## src/rtl/sample_enable_ctrl.sv

```systemverilog
// ----------------------------------------------------------------------------
// sample_enable_ctrl
//
// Runtime-programmable slow-clock enable generator. On start it emits a burst
// of N single-cycle clk_en pulses, D base-clock cycles apart, then raises a
// one-cycle done. Divide ratio D and sample count N can be reprogrammed per
// burst while the controller is idle.
//
// Optional feature macro: SAMPLE_ENABLE_CTRL_CONTINUOUS_EN
//   defined   : cfg_count == 0 selects free-running mode (pulses until abort
//               or rst, sample_idx wraps, no done).
//   undefined : cfg_count == 0 completes immediately (done the cycle after
//               start, no clk_en).
//
// Ports:
//   clk_base    in   base clock, rising edge
//   rst         in   synchronous active-high reset
//   cfg_valid   in   configuration offered
//   cfg_ready   out  configuration accepted (high only in IDLE)
//   cfg_divide  in   divide ratio D (0 is stored as 1)
//   cfg_count   in   samples per burst N
//   start       in   single-cycle burst request
//   abort       in   terminate the current burst
//   busy        out  burst in progress
//   clk_en      out  slow-clock enable pulse
//   ctr         out  phase counter (0 on each clk_en and outside RUN)
//   sample_idx  out  index of the current pulse, valid while clk_en=1
//   done        out  one-cycle burst-complete pulse
// ----------------------------------------------------------------------------
module sample_enable_ctrl #(
    parameter int DIV_W          = 16,
    parameter int CNT_W          = 12,
    parameter int DEFAULT_DIVIDE = 2,
    parameter int DEFAULT_COUNT  = 1
) (
    input  logic             clk_base,
    input  logic             rst,
    input  logic             cfg_valid,
    output logic             cfg_ready,
    input  logic [DIV_W-1:0] cfg_divide,
    input  logic [CNT_W-1:0] cfg_count,
    input  logic             start,
    input  logic             abort,
    output logic             busy,
    output logic             clk_en,
    output logic [DIV_W-1:0] ctr,
    output logic [CNT_W-1:0] sample_idx,
    output logic             done
);

    typedef enum logic {
        ST_IDLE = 1'b0,
        ST_RUN  = 1'b1
    } state_t;

    state_t           r_state;
    state_t           w_state_nxt;
    logic [DIV_W-1:0] r_divide;
    logic [DIV_W-1:0] w_divide_nxt;
    logic [CNT_W-1:0] r_count;
    logic [CNT_W-1:0] w_count_nxt;
    // Number of pulses already issued in the current burst.
    logic [CNT_W-1:0] r_pcnt;
    logic [CNT_W-1:0] w_pcnt_nxt;

    logic             r_clk_en;
    logic             r_done;
    logic             r_busy;
    logic             r_cfg_ready;
    logic [DIV_W-1:0] r_ctr;
    logic [CNT_W-1:0] r_sample_idx;

    logic             w_clk_en_nxt;
    logic             w_done_nxt;
    logic             w_busy_nxt;
    logic             w_cfg_ready_nxt;
    logic [DIV_W-1:0] w_ctr_nxt;
    logic [CNT_W-1:0] w_idx_nxt;

    logic             w_cfg_acc;
    logic [DIV_W-1:0] w_cfg_div_eff;
    logic             w_tick;
    logic             w_last;
    logic             w_imm_done;

    assign w_cfg_acc     = cfg_valid & r_cfg_ready;
    assign w_cfg_div_eff = (cfg_divide == {DIV_W{1'b0}}) ? DIV_W'(1) : cfg_divide;
    // Full-width compare; r_divide is never 0 so the subtraction cannot wrap.
    assign w_tick        = (r_ctr == (r_divide - DIV_W'(1)));

`ifdef SAMPLE_ENABLE_CTRL_CONTINUOUS_EN
    // Count 0 is free-running: never complete, let r_pcnt wrap freely.
    assign w_last     = r_clk_en & (r_pcnt == r_count) & (r_count != {CNT_W{1'b0}});
    assign w_imm_done = 1'b0;
`else
    logic [CNT_W-1:0] w_burst_cnt;
    // A configuration accepted alongside start applies to that burst.
    assign w_burst_cnt = w_cfg_acc ? cfg_count : r_count;
    assign w_last      = r_clk_en & (r_pcnt == r_count);
    assign w_imm_done  = (w_burst_cnt == {CNT_W{1'b0}});
`endif

    // State and registered outputs.
    always_ff @(posedge clk_base) begin
        if (rst) begin
            r_state      <= ST_IDLE;
            r_divide     <= DIV_W'(DEFAULT_DIVIDE);
            r_count      <= CNT_W'(DEFAULT_COUNT);
            r_pcnt       <= {CNT_W{1'b0}};
            r_clk_en     <= 1'b0;
            r_done       <= 1'b0;
            r_busy       <= 1'b0;
            r_cfg_ready  <= 1'b1;
            r_ctr        <= {DIV_W{1'b0}};
            r_sample_idx <= {CNT_W{1'b0}};
        end else begin
            r_state      <= w_state_nxt;
            r_divide     <= w_divide_nxt;
            r_count      <= w_count_nxt;
            r_pcnt       <= w_pcnt_nxt;
            r_clk_en     <= w_clk_en_nxt;
            r_done       <= w_done_nxt;
            r_busy       <= w_busy_nxt;
            r_cfg_ready  <= w_cfg_ready_nxt;
            r_ctr        <= w_ctr_nxt;
            r_sample_idx <= w_idx_nxt;
        end
    end

    // Next-state, configuration and pulse-count logic.
    always_comb begin
        w_state_nxt  = r_state;
        w_divide_nxt = r_divide;
        w_count_nxt  = r_count;
        w_pcnt_nxt   = r_pcnt;
        case (r_state)
            ST_IDLE: begin
                if (w_cfg_acc) begin
                    w_divide_nxt = w_cfg_div_eff;
                    w_count_nxt  = cfg_count;
                end else begin
                    w_divide_nxt = r_divide;
                    w_count_nxt  = r_count;
                end
                // start beats a simultaneous abort; a zero count never runs.
                if (start && !w_imm_done) begin
                    w_state_nxt = ST_RUN;
                    w_pcnt_nxt  = {CNT_W{1'b0}};
                end else begin
                    w_state_nxt = ST_IDLE;
                end
            end
            ST_RUN: begin
                if (abort) begin
                    w_state_nxt = ST_IDLE;
                end else if (w_last) begin
                    w_state_nxt = ST_IDLE;
                end else if (w_tick) begin
                    w_pcnt_nxt = r_pcnt + CNT_W'(1);
                end else begin
                    w_state_nxt = ST_RUN;
                end
            end
            default: begin
                w_state_nxt = ST_IDLE;
            end
        endcase
    end

    // Next values of the registered outputs.
    always_comb begin
        w_clk_en_nxt = 1'b0;
        w_done_nxt   = 1'b0;
        w_ctr_nxt    = {DIV_W{1'b0}};
        w_idx_nxt    = r_sample_idx;
        case (r_state)
            ST_IDLE: begin
                if (start) begin
                    w_idx_nxt  = {CNT_W{1'b0}};
                    w_done_nxt = w_imm_done;
                end else begin
                    w_idx_nxt = r_sample_idx;
                end
            end
            ST_RUN: begin
                // abort outranks both completion and a due pulse.
                if (abort) begin
                    w_clk_en_nxt = 1'b0;
                end else if (w_last) begin
                    w_done_nxt = 1'b1;
                end else if (w_tick) begin
                    w_clk_en_nxt = 1'b1;
                    w_idx_nxt    = r_pcnt;
                end else begin
                    w_ctr_nxt = r_ctr + DIV_W'(1);
                end
            end
            default: begin
                w_clk_en_nxt = 1'b0;
            end
        endcase
        w_busy_nxt      = (w_state_nxt == ST_RUN);
        w_cfg_ready_nxt = (w_state_nxt == ST_IDLE);
    end

    assign clk_en     = r_clk_en;
    assign done       = r_done;
    assign busy       = r_busy;
    assign cfg_ready  = r_cfg_ready;
    assign ctr        = r_ctr;
    assign sample_idx = r_sample_idx;

endmodule

```

## config.mk

```make
export PLATFORM = sky130hd
export DESIGN_NAME = sample_enable_ctrl
export DESIGN_NICKNAME = d
export VERILOG_FILES = /design/src/rtl/sample_enable_ctrl.sv
export SDC_FILE = /design/constraint.sdc
export NUM_CORES = 1
export LEC_CHECK = 0
export ABC_CLOCK_PERIOD_IN_PS = 9500
export BUFFER_PORTS_ARGS = -buffer_cell sky130_fd_sc_hd__buf_2
export CORE_MARGIN = 5
export CORE_UTILIZATION = 55
export CTS_CLUSTER_DIAMETER = 100
export CTS_CLUSTER_SIZE = 8
export DETAILED_ROUTE_END_ITERATION = 10
export GPL_ROUTABILITY_DRIVEN = 0
export HOLD_SLACK_MARGIN = 0.03
export PLACE_DENSITY_LB_ADDON = 0.15
export SYNTH_ARGS = -nofsm -noshare
export SYNTH_HDL_FRONTEND = slang
export SYNTH_SLANG_ARGS = --single-unit
```

## constraint.sdc

```tcl
create_clock -name clk_base -period 9.5 [get_ports clk_base]
set_clock_uncertainty 0.15 [all_clocks]
set_input_delay 2.375 -clock clk_base [delete_from_list [all_inputs] [get_ports clk_base]]
set_output_delay 2.375 -clock clk_base [all_outputs]
set_load 0.05 [all_outputs]
```

* After elaboration in Yosys (flattened, before gate mapping)
Index checks and enable logic that the tools add are counted.
Widths: inputs -> output; s select.
** Cells by class
- Multiplexer cells :: 21
- Equality and inequality tests :: 7
- Reductions and logical operators :: 9
- Add/subtract/negate cells :: 3
- Bitwise operators :: 4
** Operators with widths (number)
- $mux 12 :: 9
- $pmux 12 s2 :: 2
- $add 16x1->16 const B :: 1
- $eq 16x16->1 :: 1
- $logic_not 16->1 :: 1
- $mux 16 :: 1
- $sub 16x1->16 const B :: 1
- $add 12x1->12 const B :: 1
- $eq 12x12->1 :: 1
- $logic_not 12->1 :: 1
- $ne 2x2->1 const B :: 4
- $reduce_and 4->1 :: 2
- $mux 1 :: 7
- $reduce_or 5->1 :: 1
- $pmux 1 s2 :: 2
- $reduce_or 4->1 :: 1
- $and 1x1->1 :: 2
- $ne 2x1->1 const B :: 1
- $not 1->1 :: 2
- $reduce_and 2->1 :: 1
- $logic_and 1x1->1 :: 1
- $logic_not 1->1 :: 1
** Word-level totals
- Bits of input ports :: 33
- Flip-flop bits (word level) :: 72

* Logic depth before layout (Yosys ltp)
- Depth after elaboration :: 8
- Depth in mapped cells :: 13

* Least setup slack after synthesis
No wires, ideal clock.
- Path type :: input to register
- Start :: input abort
- End :: register r_pcnt[11]
- Cell stages on the path :: 5
- Path buffers :: 0
- Path slack :: 5.608 ns
- Data arrival time :: 3.672 ns
- Required time :: 9.280 ns
- Cells stage by stage :: a2111oi_0 nand4_1 or4_1 a21oi_1 a21boi_1
** Between the ends
- Longest elaborated chain between the ends :: 2
** RTL lines
- from (decl) :: line 43 : input logic abort,
- $ne 2x2->1 (no line)
- $reduce_and 4->1 (no line)
- to (signal assigned) :: line 109 : r_pcnt <= {CNT_W{1'b0}};
- to (signal assigned) :: line 120 : r_pcnt <= w_pcnt_nxt;
- to (decl) :: line 63 : logic [CNT_W-1:0] r_pcnt;
No other way between the ends.
A chain may end at the register's enable or synchronous reset.

* Worst setup path in the final report
- Start :: input abort
- End :: register r_pcnt[5]
The elaborated chain is that of the path after synthesis.

==> results.json <==
{
  "status": "complete, no violations",
  "grt_pass1_vias": 3273,
  "area_growth_pct": 15.1,
  "viasPerCell": 5.79,
  "antenna_found_initial": 0,
  "io_buffers": 64,
  "syn_area_um2": 3690,
  "drtIter0Drc": 141,
  "hold_viol": 0,
  "clk_pin_slew_ps": 70,
  "num-nets-final": 546,
  "synth-edff-count": 0,
  "ys.flop_type": "dfxtp_1",
  "cp_data_arrival_time_ps": 4670,
  "hold_slack_ps": 322,
  "cap_viol_max_count": 0,
  "vias": 3428,
  "finish.utilization_pct": 66.2,
  "syn_nets": 492,
  "die_h_um": 91.9,
  "root_buffer": "clkbuf_8",
  "ys_types": 55,
  "yosys_warnings": 0,
  "static-leakage-power_nw": 1.73,
  "maxSlewHeadroom_pct": 25.5,
  "ys_ff_latch": 72,
  "cts-resized-gates": 0,
  "hp-class": "register to register",
  "min_period_ps": 4560,
  "antenna_left": 0,
  "grtUsageTotal_pct": 22.8,
  "period_share_pct": 48.0,
  "ir_worst_vdd_uv": 99.1,
  "die_w_um": 91.9,
  "grt_pass1_wl_um": 15500,
  "antennaDiodeCount": 0,
  "syn_avg_cell_area_um2": 8.10,
  "ios": 65,
  "fin_setup_tns_ps": 0,
  "crit_path_start_kind": "input port",
  "drc": 0,
  "numCtsBuffers": 9,
  "stdcell_count": 592,
  "max_freq_ghz": 0.219,
  "synth_seq_area_share_pct": 39.0,
  "postCtsSetupRepairBufs": 0,
  "async_reset_ff_share_pct": 0,
  "cellPowerDensity_nw_per_um2": 170,
  "dp_hpwl_um": 6730,
  "place_inst": 576,
  "first_pass_iters": 5,
  "gr-total-overflow": 0,
  "num_rows": 29,
  "clk_latency_ps": 360,
  "cp_max_fo": 21,
  "endpoint_kind": "register",
  "cts_sinks": 72,
  "die-area_um2": 8450,
  "hold_buffers": 0,
  "wirelength_um": 9400,
  "ctsHtreeMaxLevel": 3,
  "rsz0062_at_grt": "no",
  "routedWlPerCell_um": 15.9,
  "path_class": "input port to register",
  "synth_cells": 456,
  "worstMarginPinSlew_ps": 1110,
  "cp.required_ps": 9610,
  "setup_viol": 0,
  "start_util_pct": 57.5,
  "maxSlewViolCount": 0,
  "core_area_um2": 6420,
  "grt_max_degree": 56,
  "cts_tree": "built",
  "drive_gt1_share_pct": 18.6,
  "cts.path.max_buffers": 2
}
[path summary, 6_finish.rpt]
check | from | end | slack (ps) | cells past startpoint
max | abort | r_pcnt[5] | 4940 | 6
min | sample_idx[4] | sample_idx[4] | 320 | 2
max reg2reg | r_divide[0] | r_pcnt[5] | 5150 | 9
min reg2reg | sample_idx[4] | sample_idx[4] | 320 | 2
[layout make-up]
class | count | area [um^2]
clock buffers | 11 | 151
clock inverters | 5 | 103
fillers | 579 | 2170
inverters | 14 | 52.6
multi-input cells | 348 | 2080
flip-flops and latches | 72 | 1440
well taps | 77 | 96.3
repair buffers | 65 | 328
[per-stage QoR]
step	total power [mW]	setup WS [ps]	area [um^2]
floorplan	0.397	5610	3690
CTS	0.725	4980	4250
global placement	0.419	4660	4000
finish	0.723	4940	4250
detailed placement	0.421	4590	4000
global route	0.753	4710	4250
[synthesized netlist by cell type, drive strengths merged, types with 2 or more instances]
cell | number | area, um^2
nor2 | 41 | 154
nand3 | 25 | 125
o32ai | 2 | 17.5
a2111oi | 3 | 45.1
o31ai | 4 | 30.0
nor4 | 12 | 90.1
or4 | 5 | 41.3
o211ai | 2 | 15.0
o31a | 2 | 17.5
o21ai | 7 | 35.0
a21oi | 37 | 185
nand2b | 3 | 18.8
nand2 | 81 | 304
or2 | 2 | 12.5
or3 | 3 | 18.8
a21o | 3 | 22.5
dfxtp | 72 | 1440
and3 | 12 | 76.3
nor3 | 7 | 51.3
xnor2 | 24 | 210
o221a | 2 | 22.5
a31oi | 10 | 62.6
a211o | 5 | 43.8
nand4 | 10 | 62.6
buf | 5 | 36.3
mux2i | 3 | 30.0
ha | 3 | 37.5
and2 | 3 | 20.0
xor2 | 21 | 184
inv | 14 | 52.6
nor2b | 2 | 12.5
nor4b | 3 | 32.5
clkbuf | 17 | 83.8
[worst max-delay path: stages]
cell and delay, ps:
buf_2 110, a2111oi_0 320, nand4_1 660, a21oi_1 810, nand2_1 110, a32o_1 280
[cell usage in the layout (no fill, tap or decap), drive strengths merged, types with 4 or more instances in the layout]
master | netlist | layout
a211o | 5 | 5
a21oi | 37 | 37
a31oi | 10 | 10
and3 | 12 | 12
buf | 5 | 65
clkbuf | 17 | 11
dfxtp | 72 | 72
inv | 14 | 14
nand2 | 81 | 81
nand3 | 25 | 25
nand4 | 10 | 10
nor2 | 41 | 41
nor3 | 7 | 7
nor4 | 12 | 12
o21ai | 7 | 7
o31ai | 4 | 4
or4 | 5 | 5
xnor2 | 24 | 24
xor2 | 21 | 21
[sequential cells by signal (all words and copies together) (netlist names)]
register / flops
ctr: 16
busy: 1
sample_idx: 12
cfg_ready: 1
r_divide: 16
done: 1
clk_en: 1
r_pcnt: 12
r_count: 12
[layer usage]
| metal | track usage, % | up-vias | share of wire (%) |
|---|---|---|---|
| li1 | - | 1714 | - |
| met1 | 26.7 | 1595 | 41 |
| met2 | 40.8 | 105 | 52 |
| met3 | 3.68 | 14 | 5.4 |
| met4 | 10.0 | 0 | 1.9 |
| met5 | 0 | - | 0 |
[kinds of logic after synthesis]
logic type,count (synthesis),share of synthesized area (%)
compound gates,84,15.0
xor+xnor,45,10.7
fa+ha+maj,3,1.02
buf+inv,36,4.68
flops,72,39.0
mux,3,0.813
simple gates,213,28.7
[power by group]
part | internal [mW] | switching (mW)
Combinational | 0.0363 | 0.0543
Clock | 0.188 | 0.119
Sequential | 0.311 | 0.0143
Total | 0.535 | 0.188
Power figures use the tool's default switching activity.
